[config.mk]
export PLATFORM = sky130hd
export DESIGN_NAME = memory_port_arbiter
export DESIGN_NICKNAME = d
export VERILOG_FILES = /design/src/rtl/memory_port_arbiter.sv
export SDC_FILE = /design/constraint.sdc
export NUM_CORES = 1
export LEC_CHECK = 0
export CAP_MARGIN = 10
export CORE_ASPECT_RATIO = 1.1
export CORE_MARGIN = 3
export CORE_UTILIZATION = 45
export CTS_BUF_LIST = sky130_fd_sc_hd__clkbuf_2 sky130_fd_sc_hd__clkbuf_4 sky130_fd_sc_hd__clkbuf_8
export DETAILED_ROUTE_END_ITERATION = 10
export PLACE_DENSITY_LB_ADDON = 0.05
export SLEW_MARGIN = 20
export SYNTH_ARGS = -nofsm -noshare
export SYNTH_HDL_FRONTEND = slang
export SYNTH_SLANG_ARGS = --single-unit
[constraint.sdc]
create_clock -name clock -period 5.75 [get_ports clock]
set_clock_uncertainty 0.05 [all_clocks]
set_input_delay 1.15 -clock clock [delete_from_list [all_inputs] [get_ports clock]]
set_output_delay 1.15 -clock clock [all_outputs]
set_load 0.01 [all_outputs]
[src/rtl/memory_port_arbiter.sv]
// Single-bus arbiter between instruction fetch and the memory stage (data side has priority).
// Optional MISALIGN_CHECK_EN: misaligned requests complete immediately with an error instead of being force-aligned.
module memory_port_arbiter #(
    parameter int unsigned TIMEOUT_CYCLES = 255
) (
    input  logic        clock,
    input  logic        reset,
    input  logic        fetchRequest,
    input  logic [31:0] fetchAddress,
    output logic        fetchReady,
    output logic [31:0] fetchData,
    output logic        fetchError,
    input  logic        flush,
    input  logic        dataRequest,
    input  logic        dataWrite,
    input  logic [31:0] dataAddress,
    input  logic [1:0]  dataWidth,
    input  logic        dataSigned,
    input  logic [31:0] dataStoreData,
    output logic        dataReady,
    output logic [31:0] dataLoadData,
    output logic        dataError,
    output logic        busRequest,
    output logic        busWrite,
    output logic [31:0] busAddress,
    output logic [31:0] busWriteData,
    output logic [3:0]  busByteEnable,
    input  logic [31:0] busReadData,
    input  logic        busAcknowledge
);
    typedef enum logic [1:0] {IDLE, BUS, RESPOND} state_t;

    state_t      state_q, state_d;
    logic        owner_q, owner_d;      // 1 = data side owns the transaction
    logic        write_q, write_d;
    logic [31:0] addr_q, addr_d;
    logic [31:0] wdata_q, wdata_d;
    logic [3:0]  be_q, be_d;
    logic [1:0]  width_q, width_d;
    logic        signed_q, signed_d;
    logic [1:0]  lo_q, lo_d;
    logic [15:0] cnt_q, cnt_d;
    logic        err_q, err_d;
    logic [31:0] rdata_q, rdata_d;
    logic        squash_q, squash_d;

    logic        g_data, g_fetch, grant, g_write;
    logic [31:0] g_addr, g_wd;
    logic [1:0]  g_width, g_lo;
    logic [3:0]  g_be;
    logic [16:0] cnt_inc;
    logic [7:0]  lane_b;
    logic [15:0] lane_h;
    logic [31:0] load_ext;
    logic        resp;
`ifdef MISALIGN_CHECK_EN
    logic        g_misalign;
`endif

    // Attributes of whichever requester would win this cycle.
    always_comb begin
        g_data  = dataRequest;
        g_fetch = fetchRequest & ~flush;
        grant   = g_data | g_fetch;
        g_addr  = g_data ? dataAddress : fetchAddress;
        g_width = g_data ? dataWidth : 2'b10;
        g_write = g_data & dataWrite;
        case (g_width)
            2'b00:   g_lo = g_addr[1:0];
            2'b01:   g_lo = {g_addr[1], 1'b0};
            default: g_lo = 2'b00;
        endcase
        g_be = 4'b1111;
        g_wd = '0;
        if (g_write) begin
            case (g_width)
                2'b00: begin
                    g_be = 4'b0001 << g_lo;
                    g_wd = {4{dataStoreData[7:0]}};
                end
                2'b01: begin
                    g_be = 4'b0011 << g_lo;
                    g_wd = {2{dataStoreData[15:0]}};
                end
                default: g_wd = dataStoreData;
            endcase
        end
`ifdef MISALIGN_CHECK_EN
        g_misalign = ((g_width == 2'b01) && g_addr[0]) ||
                     (g_width[1] && (g_addr[1:0] != 2'b00));
`endif
    end

    assign cnt_inc = {1'b0, cnt_q} + 17'd1;

    always_comb begin
        state_d  = state_q;
        owner_d  = owner_q;
        write_d  = write_q;
        addr_d   = addr_q;
        wdata_d  = wdata_q;
        be_d     = be_q;
        width_d  = width_q;
        signed_d = signed_q;
        lo_d     = lo_q;
        cnt_d    = cnt_q;
        err_d    = err_q;
        rdata_d  = rdata_q;
        squash_d = squash_q;
        case (state_q)
            IDLE: begin
                if (grant) begin
                    owner_d  = g_data;
                    write_d  = g_write;
                    addr_d   = {g_addr[31:2], 2'b00};
                    wdata_d  = g_wd;
                    be_d     = g_be;
                    width_d  = g_width;
                    signed_d = g_data & dataSigned;
                    lo_d     = g_lo;
                    cnt_d    = '0;
                    err_d    = 1'b0;
                    rdata_d  = '0;
                    squash_d = 1'b0;
                    state_d  = BUS;
`ifdef MISALIGN_CHECK_EN
                    if (g_misalign) begin
                        err_d   = 1'b1;
                        state_d = RESPOND;
                    end
`endif
                end
            end
            BUS: begin
                if (!owner_q && flush) squash_d = 1'b1;
                if (busAcknowledge) begin
                    rdata_d = busReadData;
                    state_d = RESPOND;
                end else if (cnt_inc == 17'(TIMEOUT_CYCLES)) begin
                    err_d   = 1'b1;
                    state_d = RESPOND;
                end else begin
                    cnt_d = cnt_inc[15:0];
                end
            end
            RESPOND: begin
                if (!owner_q && flush) squash_d = 1'b1;
                state_d = IDLE;
            end
            default: state_d = IDLE;
        endcase
    end

    always_ff @(posedge clock or posedge reset) begin
        if (reset) begin
            state_q  <= IDLE;
            owner_q  <= 1'b0;
            write_q  <= 1'b0;
            addr_q   <= '0;
            wdata_q  <= '0;
            be_q     <= '0;
            width_q  <= '0;
            signed_q <= 1'b0;
            lo_q     <= '0;
            cnt_q    <= '0;
            err_q    <= 1'b0;
            rdata_q  <= '0;
            squash_q <= 1'b0;
        end else begin
            state_q  <= state_d;
            owner_q  <= owner_d;
            write_q  <= write_d;
            addr_q   <= addr_d;
            wdata_q  <= wdata_d;
            be_q     <= be_d;
            width_q  <= width_d;
            signed_q <= signed_d;
            lo_q     <= lo_d;
            cnt_q    <= cnt_d;
            err_q    <= err_d;
            rdata_q  <= rdata_d;
            squash_q <= squash_d;
        end
    end

    always_comb begin
        case (lo_q)
            2'd0:    lane_b = rdata_q[7:0];
            2'd1:    lane_b = rdata_q[15:8];
            2'd2:    lane_b = rdata_q[23:16];
            default: lane_b = rdata_q[31:24];
        endcase
        lane_h = lo_q[1] ? rdata_q[31:16] : rdata_q[15:0];
        case (width_q)
            2'b00:   load_ext = {{24{signed_q & lane_b[7]}}, lane_b};
            2'b01:   load_ext = {{16{signed_q & lane_h[15]}}, lane_h};
            default: load_ext = rdata_q;
        endcase
    end

    // A flush arriving in the response cycle itself also hides the fetch pulse.
    assign resp         = (state_q == RESPOND);
    assign fetchReady   = resp & ~owner_q & ~squash_q & ~flush;
    assign fetchError   = fetchReady & err_q;
    assign fetchData    = (fetchReady & ~err_q) ? rdata_q : '0;
    assign dataReady    = resp & owner_q;
    assign dataError    = dataReady & err_q;
    assign dataLoadData = (dataReady & ~err_q & ~write_q) ? load_ext : '0;

    assign busRequest    = (state_q == BUS);
    assign busWrite      = write_q;
    assign busAddress    = addr_q;
    assign busWriteData  = wdata_q;
    assign busByteEnable = be_q;
endmodule

==> flow_summary.ini, run 1 <==
[final_layout]
fillCellCount = 1261
num-nets-final = 1140
post_route_cells_drive_above_1_share_pct = 6.24
insertedDiodeCount = 0
post_route_utilization_pct = 67.5
multiInputGateArea_um2 = 3470
sequential_cell_area_um2 = 3130
layout.cells.non_filler = 1206
syn_to_final_growth_pct = 46.3

[timing]
drv_slew = 0
unrepaired_setup_endpoints_after_global_routing = no
final_hold_viol_count = 0
holdWs_ps = 426
tightest_slew_ps = 1080
max_freq_mhz = 225
finalSetupTns_ps = 0
setup_viol = 0
slew_headroom_pct = 28.1
post-route-period-util_pct = 77.2
final_critical_path_required_period_ps = 4440

[synth]
async_flop_share_pct = 100
ys_top_cells_by_area = sky130_fd_sc_hd__dfrtp_1 (45%), sky130_fd_sc_hd__mux2i_1 (9.0%), sky130_fd_sc_hd__o21ai_0 (6.0%)
portion_of_synthesized_cell_area_occupied_by_the_leading_cell_type_pct = 44.9
yosys_warnings = 0
yosysSeqAreaShare_pct = 44.9
synth_largest_area_cell = sky130_fd_sc_hd__dfrtp_1
count_of_flip_flops_with_a_built_in_enable_after_synthesis = 0
synth_area_um2 = 6970
ys_dominant_reg_cell = sky130_fd_sc_hd__dfrtp_1
postSynthAreaPerCell_um2 = 9.16
synth_seq_cells = 125
synth.lib_cells_used.distinct = 60
syn_inst = 761

[grt]
grt_max_degree = 104
initial_antenna_violation_count = 0
grt_overflow = 0
grt_pass1_vias = 6150
grt_pass1_wl_um = 33900
global_route_usage_over_all_layers_pct = 25.1

[detailed_routing]
average_via_count_per_standard_cell = 5.44
final_antenna_net_count = 0
drcViolationCount = 0
drt-total-wl_um = 22000
drt-pass1-iter-count = 5
routedWlPerCell_um = 18.2
drtIter0Drc = 503
routed-via-count = 6566

[worst_setup_path]
critical-path-top-delay-family = buffers and inverters
critical_path.slowest_cell = sky130_fd_sc_hd__clkdlybuf4s50_1
arrival_ps = 3240
critical-path-max-stage-delay_ps = 550
cell_chain_of_the_critical_path = clkdlybuf4s50_1 -> nor4b_1 -> nor2b_1 -> buf_4 -> and2_1 -> clkdlybuf4s50_1
timing.critical_path.buf_inv = 3
cpMostUsedCell = sky130_fd_sc_hd__clkdlybuf4s50_1
crit_path_start_kind = input port
worstPathRequired_ps = 4550
cp_max_fo = 32
worst_setup_path_category = input port to primary output
type_of_element_capturing_the_critical_path = primary output

[power]
power_uw = 4330
leakage_power_of_the_design_uw = 0.00429
power_per_cell_area_nw_per_um2 = 425
vdd_drop_max_mv = 0.188

[die]
fp.dieW_um = 125
core_region_area_um2 = 15100
die_h_um = 137
floorplan.io_pins = 276
floorplan.initialDensity_pct = 46.1
die_area_um2 = 17000
placement_rows = 47

[cts]
clkSlewWorstSetupHoldPaths_ps = 70
cts-resized-gates = 0
cts_hold_buf = 0
clock_latency_on_the_worst_skew_pair_ps = 440
clock_tree_from_tritoncts = yes
cts-buffers-inserted = 17
cts.repair_timing.setup_buffer_count = 0
cts.sink_count = 125
cts_buffer_depth = 2
htree_num_levels = 4
root_buffer = sky130_fd_sc_hd__clkbuf_8

[placement]
dp_cells = 1174
detailed_place_hpwl_um = 16000
io_buffers = 271
routabilityCongestion = 0.893

[worst_hold_path]
hold_path.class = register to register

[run]
maxCapViolCount = 0

[outcome]
run_status = finished, final reports clean
-- Yosys cell counts (2+ instances only) --
master,count
sky130_fd_sc_hd__dfrtp_1,125
sky130_fd_sc_hd__o21ai_0,83
sky130_fd_sc_hd__nand2_1,80
sky130_fd_sc_hd__mux2i_1,63
sky130_fd_sc_hd__a21oi_1,60
sky130_fd_sc_hd__clkbuf_1,43
sky130_fd_sc_hd__a22o_1,42
sky130_fd_sc_hd__nor2_1,42
sky130_fd_sc_hd__and2_1,35
sky130_fd_sc_hd__inv_1,31
sky130_fd_sc_hd__a211oi_1,12
sky130_fd_sc_hd__nand3_1,12
sky130_fd_sc_hd__and3_1,11
sky130_fd_sc_hd__nor3_1,8
sky130_fd_sc_hd__o22ai_1,8
sky130_fd_sc_hd__a221oi_1,7
sky130_fd_sc_hd__buf_1,7
sky130_fd_sc_hd__mux2_2,7
sky130_fd_sc_hd__and4_1,6
sky130_fd_sc_hd__buf_2,6
sky130_fd_sc_hd__buf_4,6
sky130_fd_sc_hd__nand4_1,6
sky130_fd_sc_hd__ha_1,5
sky130_fd_sc_hd__nand2b_1,4
sky130_fd_sc_hd__nor2b_1,4
sky130_fd_sc_hd__nor4_1,4
sky130_fd_sc_hd__o211ai_1,3
sky130_fd_sc_hd__a21boi_0,2
sky130_fd_sc_hd__a21o_1,2
sky130_fd_sc_hd__nor3_4,2
sky130_fd_sc_hd__nor4b_1,2
sky130_fd_sc_hd__nor4bb_1,2
sky130_fd_sc_hd__o21a_1,2
sky130_fd_sc_hd__o21ai_1,2
sky130_fd_sc_hd__o31ai_1,2
-- flip-flops by register name, summed over array words and instances, names as in the netlist --
| name | flops |
|---|---|
| busAddress | 30 |
| busByteEnable | 4 |
| busWrite | 1 |
| busWriteData | 32 |
| cnt_q | 16 |
| err_q | 1 |
| lo_q | 2 |
| owner_q | 1 |
| rdata_q | 32 |
| signed_q | 1 |
| squash_q | 1 |
| state_q | 2 |
| width_q | 2 |
-- tightest hold or removal path: stages (launching register included) --
cell	delay [ps]
sky130_fd_sc_hd__dfrtp_1	340
sky130_fd_sc_hd__nand2_1	40
sky130_fd_sc_hd__o21ai_0	60
-- cells in the final DEF (no fill, tap or decap), drive strengths merged, types with 5 or more instances in the layout --
cell / count
ha: 5
o22ai: 8
nor3: 10
a22o: 42
a211oi: 12
mux2: 7
clkbuf: 23
nor2: 43
mux2i: 63
buf: 10
a221oi: 7
nand3: 13
nand2: 81
dfrtp: 125
and3: 11
o21ai: 86
clkdlybuf4s50: 270
and2: 35
nand4: 8
and4: 6
a21oi: 60
inv: 31
-- power breakdown --
group	internal (uW)	switching (uW)
clock network	536	362
logic	909	948
registers	1230	349
-- final timing paths --
check	from	end	slack (ps)	cells after the start
worst min register to register	busAddress[22]$_DFFE_PP0P_	busAddress[22]$_DFFE_PP0P_	430	2
worst max-delay path	flush	fetchData[5]	1310	6
worst min-delay path	busAddress[22]$_DFFE_PP0P_	busAddress[22]$_DFFE_PP0P_	430	2
min in group asynchronous	reset	cnt_q[2]$_DFFE_PP0P_	1090	2
max in group asynchronous	reset	rdata_q[6]$_DFFE_PP0P_	3610	3
worst max register to register	cnt_q[0]$_DFFE_PP0P_	cnt_q[9]$_DFFE_PP0P_	2780	8
-- cell families (layout without fill, tap and decap cells) --
group | after synthesis | after routing | share of synthesized area [%]
other cells | 1 | 2 | 0.0538
compound gates | 236 | 236 | 21.3
flops | 125 | 125 | 44.9
fa+ha+maj | 5 | 5 | 0.897
buf+inv | 95 | 343 | 5.67
simple gates | 228 | 228 | 16.9
xor+xnor | 1 | 1 | 0.126
mux | 70 | 70 | 10.2
-- layer usage --
metal  up-vias  part of all wire (%)  track usage, %
li1       3180                     -               -
met1      3109                    41            31.9
met2       257                    49            42.0
met3        20                   8.2            8.35
met4         0                   1.3            6.03
met5         -                     0               0
-- area by class of cell --
type                            instances  area share, %
Multi-Input combinational cell        542           34.0
Sequential cell                       125           30.7
Timing Repair Buffer                  280           27.2
Clock buffer                           23           3.04
Tap cell                              196           2.40
Clock inverter                          9           1.53
Inverter                               31           1.17
-- through the flow --
step,instance area [um2],setup slack (ps)
finish,10200,1310
global route,10200,1110
CTS,10200,1300
detailed placement,9730,1300
global placement,9730,1410
floorplan,6980,1220
No activity file was read; power rests on OpenSTA's default activity.
==> run 2: changes to the inputs <==
--- a/config.mk
+++ b/config.mk
@@ -8,7 +8,7 @@
 export CAP_MARGIN = 10
 export CORE_ASPECT_RATIO = 1.1
 export CORE_MARGIN = 3
-export CORE_UTILIZATION = 45
+export CORE_UTILIZATION = 41
 export CTS_BUF_LIST = sky130_fd_sc_hd__clkbuf_2 sky130_fd_sc_hd__clkbuf_4 sky130_fd_sc_hd__clkbuf_8
 export DETAILED_ROUTE_END_ITERATION = 10
 export PLACE_DENSITY_LB_ADDON = 0.05
==> constraint.sdc (replaced) <==
create_clock -name clock -period 3.61 [get_ports clock]
set_clock_uncertainty 0.05 [all_clocks]
set_input_delay 0.722 -clock clock [delete_from_list [all_inputs] [get_ports clock]]
set_output_delay 0.722 -clock clock [all_outputs]
set_load 0.01 [all_outputs]
==> run 2 against run 1 <==
Sequential power up 54%. Utilization down 5.2 points. Die area up 9.3%. Largest cell class unchanged. Worst hold slack better by 3.9 ps. Largest power group unchanged. Clock power up 48%. Total power up 58%. Final cell count up 1.4%. First-iteration DRC count down 26%. Sequential share of layout area down 0.24 points. Sequential cell count unchanged. Cell area up 0.79%. Setup slack worse by 1100 ps.
==> flow_summary.ini, run 2 (synthesis results as in run 1) <==
[outcome]
run_status = finished, final reports clean

[die]
core_region_area_um2 = 16500
die_area_um2 = 18600
placement_rows = 49
floorplan.initialDensity_pct = 42.3
die_h_um = 143
fp.dieW_um = 130
floorplan.io_pins = 276

[cts]
clock_tree_from_tritoncts = yes
cts-buffers-inserted = 17
cts_buffer_depth = 2
root_buffer = sky130_fd_sc_hd__clkbuf_8
clock_latency_on_the_worst_skew_pair_ps = 450
cts_hold_buf = 0
cts.sink_count = 125
htree_num_levels = 4
cts-resized-gates = 0
clkSlewWorstSetupHoldPaths_ps = 70
cts.repair_timing.setup_buffer_count = 0

[grt]
global_route_usage_over_all_layers_pct = 24.0
grt_overflow = 0
grt_pass1_vias = 6474
grt_pass1_wl_um = 34800
grt_util_met1_pct = 29.4
grt-busiest-layer = met2
global_route.usage.met3_pct = 9.09
initial_antenna_violation_count = 0
met2_demand_to_capacity_share_in_global_routing_pct = 39.6
grt_max_degree = 104

[detailed_routing]
drcViolationCount = 0
average_via_count_per_standard_cell = 5.36
drtIter0Drc = 371
routedWlPerCell_um = 18.2
drt-total-wl_um = 22300
drt-pass1-iter-count = 5
routed-via-count = 6560
final_antenna_net_count = 0

[power]
seq_power_share_pct = 35.7
internal_power_uw = 4190
sw_ratio_pct = 38.7
combinationalPowerShare_pct = 44.9
power_switching_uw = 2650
pwr-share-clk_pct = 19.4
vdd_drop_max_mv = 0.352
power_per_cell_area_nw_per_um2 = 666
power_uw = 6850
leakage_power_of_the_design_uw = 0.00432

[worst_setup_path]
worstPathRequired_ps = 2840
crit_path_start_kind = input port
cp_max_fo = 32
type_of_element_capturing_the_critical_path = primary output
timing.rr.start = cnt_q[1]$_DFFE_PP0P_
worst_setup_path_category = input port to primary output
arrival_ps = 2650
setup.worst_path.start = flush

[final_layout]
post_route_cells_drive_above_1_share_pct = 7.26
syn_to_final_growth_pct = 47.4
mostFrequentLayoutCell = sky130_fd_sc_hd__clkdlybuf4s50_1
num-nets-final = 1149
fillCellCount = 1462
insertedDiodeCount = 0
most-common-layout-cells = sky130_fd_sc_hd__clkdlybuf4s50_1 (270), sky130_fd_sc_hd__dfrtp_1 (125), sky130_fd_sc_hd__o21ai_0 (82), sky130_fd_sc_hd__nand2_1 (80), sky130_fd_sc_hd__mux2i_1 (63)

[placement]
detailed_place_hpwl_um = 16400
io_buffers = 271
routabilityCongestion = 0.836

[timing]
slew_headroom_pct = 36.2
post-route-period-util_pct = 94.8
max_freq_mhz = 292
setup_viol = 0
tightest_slew_ps = 956
drv_slew = 0
unrepaired_setup_endpoints_after_global_routing = no
finalSetupTns_ps = 0
final_critical_path_required_period_ps = 3420
final_hold_viol_count = 0

[worst_hold_path]
hold_path.class = register to register
hold_path_startpoint = busAddress[27]$_DFFE_PP0P_

[run]
maxCapViolCount = 0
==> run 2: cell count changes in the layout (fill, tap and decap cells not counted), moves of 2 or more <==
cell,before,now
sky130_fd_sc_hd__buf_4,9,16
sky130_fd_sc_hd__buf_12,0,2
sky130_fd_sc_hd__clkinv_2,1,3
sky130_fd_sc_hd__clkbuf_8,22,20
==> run 2: power groups by stage <==
stage          Combinational (uW)  Sequential, uW  Clock (uW)
2_1_floorplan                1550            2470           0
3_3_place_gp                 3040            2450           0
3_5_place_dp                 3090            2460           0
4_1_cts                      3100            2440        1370
5_1_grt                      3400            2530        1430
6_report                     3070            2440        1330
==> run 2: critical path, stage by stage <==
cell,delay [ps]
sky130_fd_sc_hd__clkdlybuf4s50_1,470
sky130_fd_sc_hd__nor4b_2,310
sky130_fd_sc_hd__nor2b_1,260
sky130_fd_sc_hd__buf_12,190
sky130_fd_sc_hd__and2_1,150
sky130_fd_sc_hd__clkdlybuf4s50_1,530
==> run 2: cell type report <==
class	count	area (um2)	area share, %
Clock buffer	22	290	2.82
Clock inverter	10	136	1.33
Inverter	31	120	1.17
Multi-Input combinational cell	542	3480	33.9
Sequential cell	125	3130	30.4
Tap cell	204	255	2.48
Timing Repair Buffer	289	2870	27.9
==> run 2: stage by stage <==
step	cells	setup slack, ps	hold WS [ps]	instance area [um2]	utilization (%)
detailed placement	1191	70.2	419	9840	59.6
CTS	1223	66.2	436	10300	62.2
global placement	1191	157	410	9840	59.6
global route	1223	19.9	457	10300	62.3
floorplan	762	873	428	6980	-
finish	1223	189	430	10300	62.3
==> run 2: routing by layer <==
| metal | part of all wire (%) | wire [um] |
|---|---|---|
| met1 | 41 | 9140 |
| met2 | 48 | 10800 |
| met3 | 9.6 | 2140 |
| met4 | 1.2 | 257 |
| met5 | 0 | 0 |
==> run 2: path summary, 6_finish.rpt <==
check / end / cells past startpoint / slack [ps]
setup reg to reg: cnt_q[15]$_DFFE_PP0P_ / 8 / 680
hold reg to reg: busAddress[27]$_DFFE_PP0P_ / 2 / 430
max in group asynchronous: rdata_q[4]$_DFFE_PP0P_ / 3 / 2010
setup / recovery: fetchData[19] / 6 / 190
min in group asynchronous: cnt_q[6]$_DFFE_PP0P_ / 2 / 720
hold / removal: busAddress[27]$_DFFE_PP0P_ / 2 / 430
==> run 3: changes to the inputs <==
--- a/config.mk
+++ b/config.mk
@@ -12,6 +12,7 @@
 export CTS_BUF_LIST = sky130_fd_sc_hd__clkbuf_2 sky130_fd_sc_hd__clkbuf_4 sky130_fd_sc_hd__clkbuf_8
 export DETAILED_ROUTE_END_ITERATION = 10
 export PLACE_DENSITY_LB_ADDON = 0.05
+export REMOVE_ABC_BUFFERS = 1
 export SLEW_MARGIN = 20
 export SYNTH_ARGS = -nofsm -noshare
 export SYNTH_HDL_FRONTEND = slang
==> run 3 against run 2 <==
Global-route usage shrank 0.071 points. Register-to-register slack gained 40 ps. Utilization grew 0.099 points. Clock power grew 3%. Critical endpoint is now fetchData[31]. Die area is the same. Sequential share of layout area is essentially flat. Sequential power is essentially flat. Non-clock buffer count grew 1.
==> flow_summary.ini, run 3 (synthesis results as in run 1) <==
[outcome]
run_status = finished, final reports clean

[final_layout]
num-nets-final = 1150
post_route_cells_drive_above_1_share_pct = 7.35
syn_to_final_growth_pct = 47.6
most-common-layout-cells = sky130_fd_sc_hd__clkdlybuf4s50_1 (270), sky130_fd_sc_hd__dfrtp_1 (125), sky130_fd_sc_hd__o21ai_0 (82), sky130_fd_sc_hd__nand2_1 (80), sky130_fd_sc_hd__mux2i_1 (63)
mostFrequentLayoutCell = sky130_fd_sc_hd__clkdlybuf4s50_1
layout.cells.non_filler = 1225
multiInputGateArea_um2 = 3480
sequential_cell_area_um2 = 3130
fillCellCount = 1479
post_route_utilization_pct = 62.4

[placement]
detailed_place_hpwl_um = 16000
routabilityCongestion = 0.817
dp_cells = 1192
io_buffers = 271

[die]
die_h_um = 143
placement_rows = 49
fp.dieW_um = 130
floorplan.initialDensity_pct = 42.3
die_area_um2 = 18600
core_region_area_um2 = 16500
floorplan.io_pins = 276

[worst_setup_path]
worst_setup_path_category = input port to primary output
crit_path_start_kind = input port
worstPathRequired_ps = 2840
cp_max_fo = 32
r2r_cells = 8
type_of_element_capturing_the_critical_path = primary output
arrival_ps = 2650

[detailed_routing]
drcViolationCount = 0
average_via_count_per_standard_cell = 5.36
routed-via-count = 6562
drtIter0Drc = 457
drt-pass1-iter-count = 5
drt-total-wl_um = 22500
routedWlPerCell_um = 18.3
final_antenna_net_count = 0

[grt]
grt_overflow = 0
grt_pass1_wl_um = 34900
grt_max_degree = 104
grt_pass1_vias = 6210
global_route_usage_over_all_layers_pct = 23.9
initial_antenna_violation_count = 1

[timing]
unrepaired_setup_endpoints_after_global_routing = no
slew_headroom_pct = 36.7
max_freq_mhz = 293
final_hold_viol_count = 0
finalSetupTns_ps = 0
post-route-period-util_pct = 94.7
drv_slew = 0
final_critical_path_required_period_ps = 3420
tightest_slew_ps = 950
setup_viol = 0

[run]
maxCapViolCount = 0

[cts]
clkSlewWorstSetupHoldPaths_ps = 90
root_buffer = sky130_fd_sc_hd__clkbuf_8
clock_tree_from_tritoncts = yes
htree_num_levels = 4
cts_buffer_depth = 2
cts.repair_timing.setup_buffer_count = 0
cts.sink_count = 125
clock_latency_on_the_worst_skew_pair_ps = 460
cts-buffers-inserted = 17

[power]
vdd_drop_max_mv = 0.412
power_per_cell_area_nw_per_um2 = 667
leakage_power_of_the_design_uw = 0.00434

[worst_hold_path]
hold_path.class = register to register
worst_hold_path.num_cells = 2
-- run 3: area by class of cell --
type / instances / area share [%]
clock buffers: 19 / 2.42
inverters: 31 / 1.15
flip-flops and latches: 125 / 30.4
clock inverters: 13 / 1.83
well taps: 204 / 2.48
repair buffers: 290 / 27.9
multi-input cells: 542 / 33.8
diodes: 1 / 0.0243
-- run 3: per-stage QoR --
stage                     cell area [um2]  worst slack, ps  hold slack [ps]  total power [uW]
after floorplan                      6700            -3450              428              3940
after global placement               9850              199              411              5480
after detailed placement             9850              219              419              5530
after CTS                           10300              107              437              6910
after global routing                10300             15.1              450              7350
final                               10300              192              430              6870
-- run 3: what timing repair did --
item	CTS	global route
resized for setup	0	1
hold buffers	0	0
setup endpoints to repair	0	11
-- run 3: critical path, stage by stage --
cell and delay [ps]:
sky130_fd_sc_hd__clkdlybuf4s50_1 440, sky130_fd_sc_hd__nor4b_1 350, sky130_fd_sc_hd__nor2b_2 270, sky130_fd_sc_hd__buf_12 170, sky130_fd_sc_hd__and2_1 140, sky130_fd_sc_hd__clkdlybuf4s50_1 530
-- run 3: final timing paths --
check,start,slack (ps),end
max in group asynchronous,reset,2060,rdata_q[22]$_DFFE_PP0P_
min reg2reg,busWriteData[24]$_DFFE_PP0P_,430,busWriteData[24]$_DFFE_PP0P_
max,flush,190,fetchData[31]
max reg2reg,cnt_q[0]$_DFFE_PP0P_,720,cnt_q[9]$_DFFE_PP0P_
min,busWriteData[24]$_DFFE_PP0P_,430,busWriteData[24]$_DFFE_PP0P_
min in group asynchronous,reset,710,busWriteData[18]$_DFFE_PP0P_
-- run 3: where the power goes --
part	switching (uW)	internal (uW)	total (uW)
sequential	455	1960	2410
combinational	1600	1490	3090
clock	595	773	1370
total	2650	4220	6870
-- run 3: per-layer routing --
layer | track usage, % | wire (um) | vias up | share of wire [%]
li1 | - | - | 3210 | -
met5 | 0 | 0 | - | 0
met2 | 39.5 | 11000 | 220 | 49
met4 | 6.93 | 371 | 0 | 1.7
met3 | 5.57 | 1490 | 25 | 6.6
met1 | 31.4 | 9610 | 3107 | 43
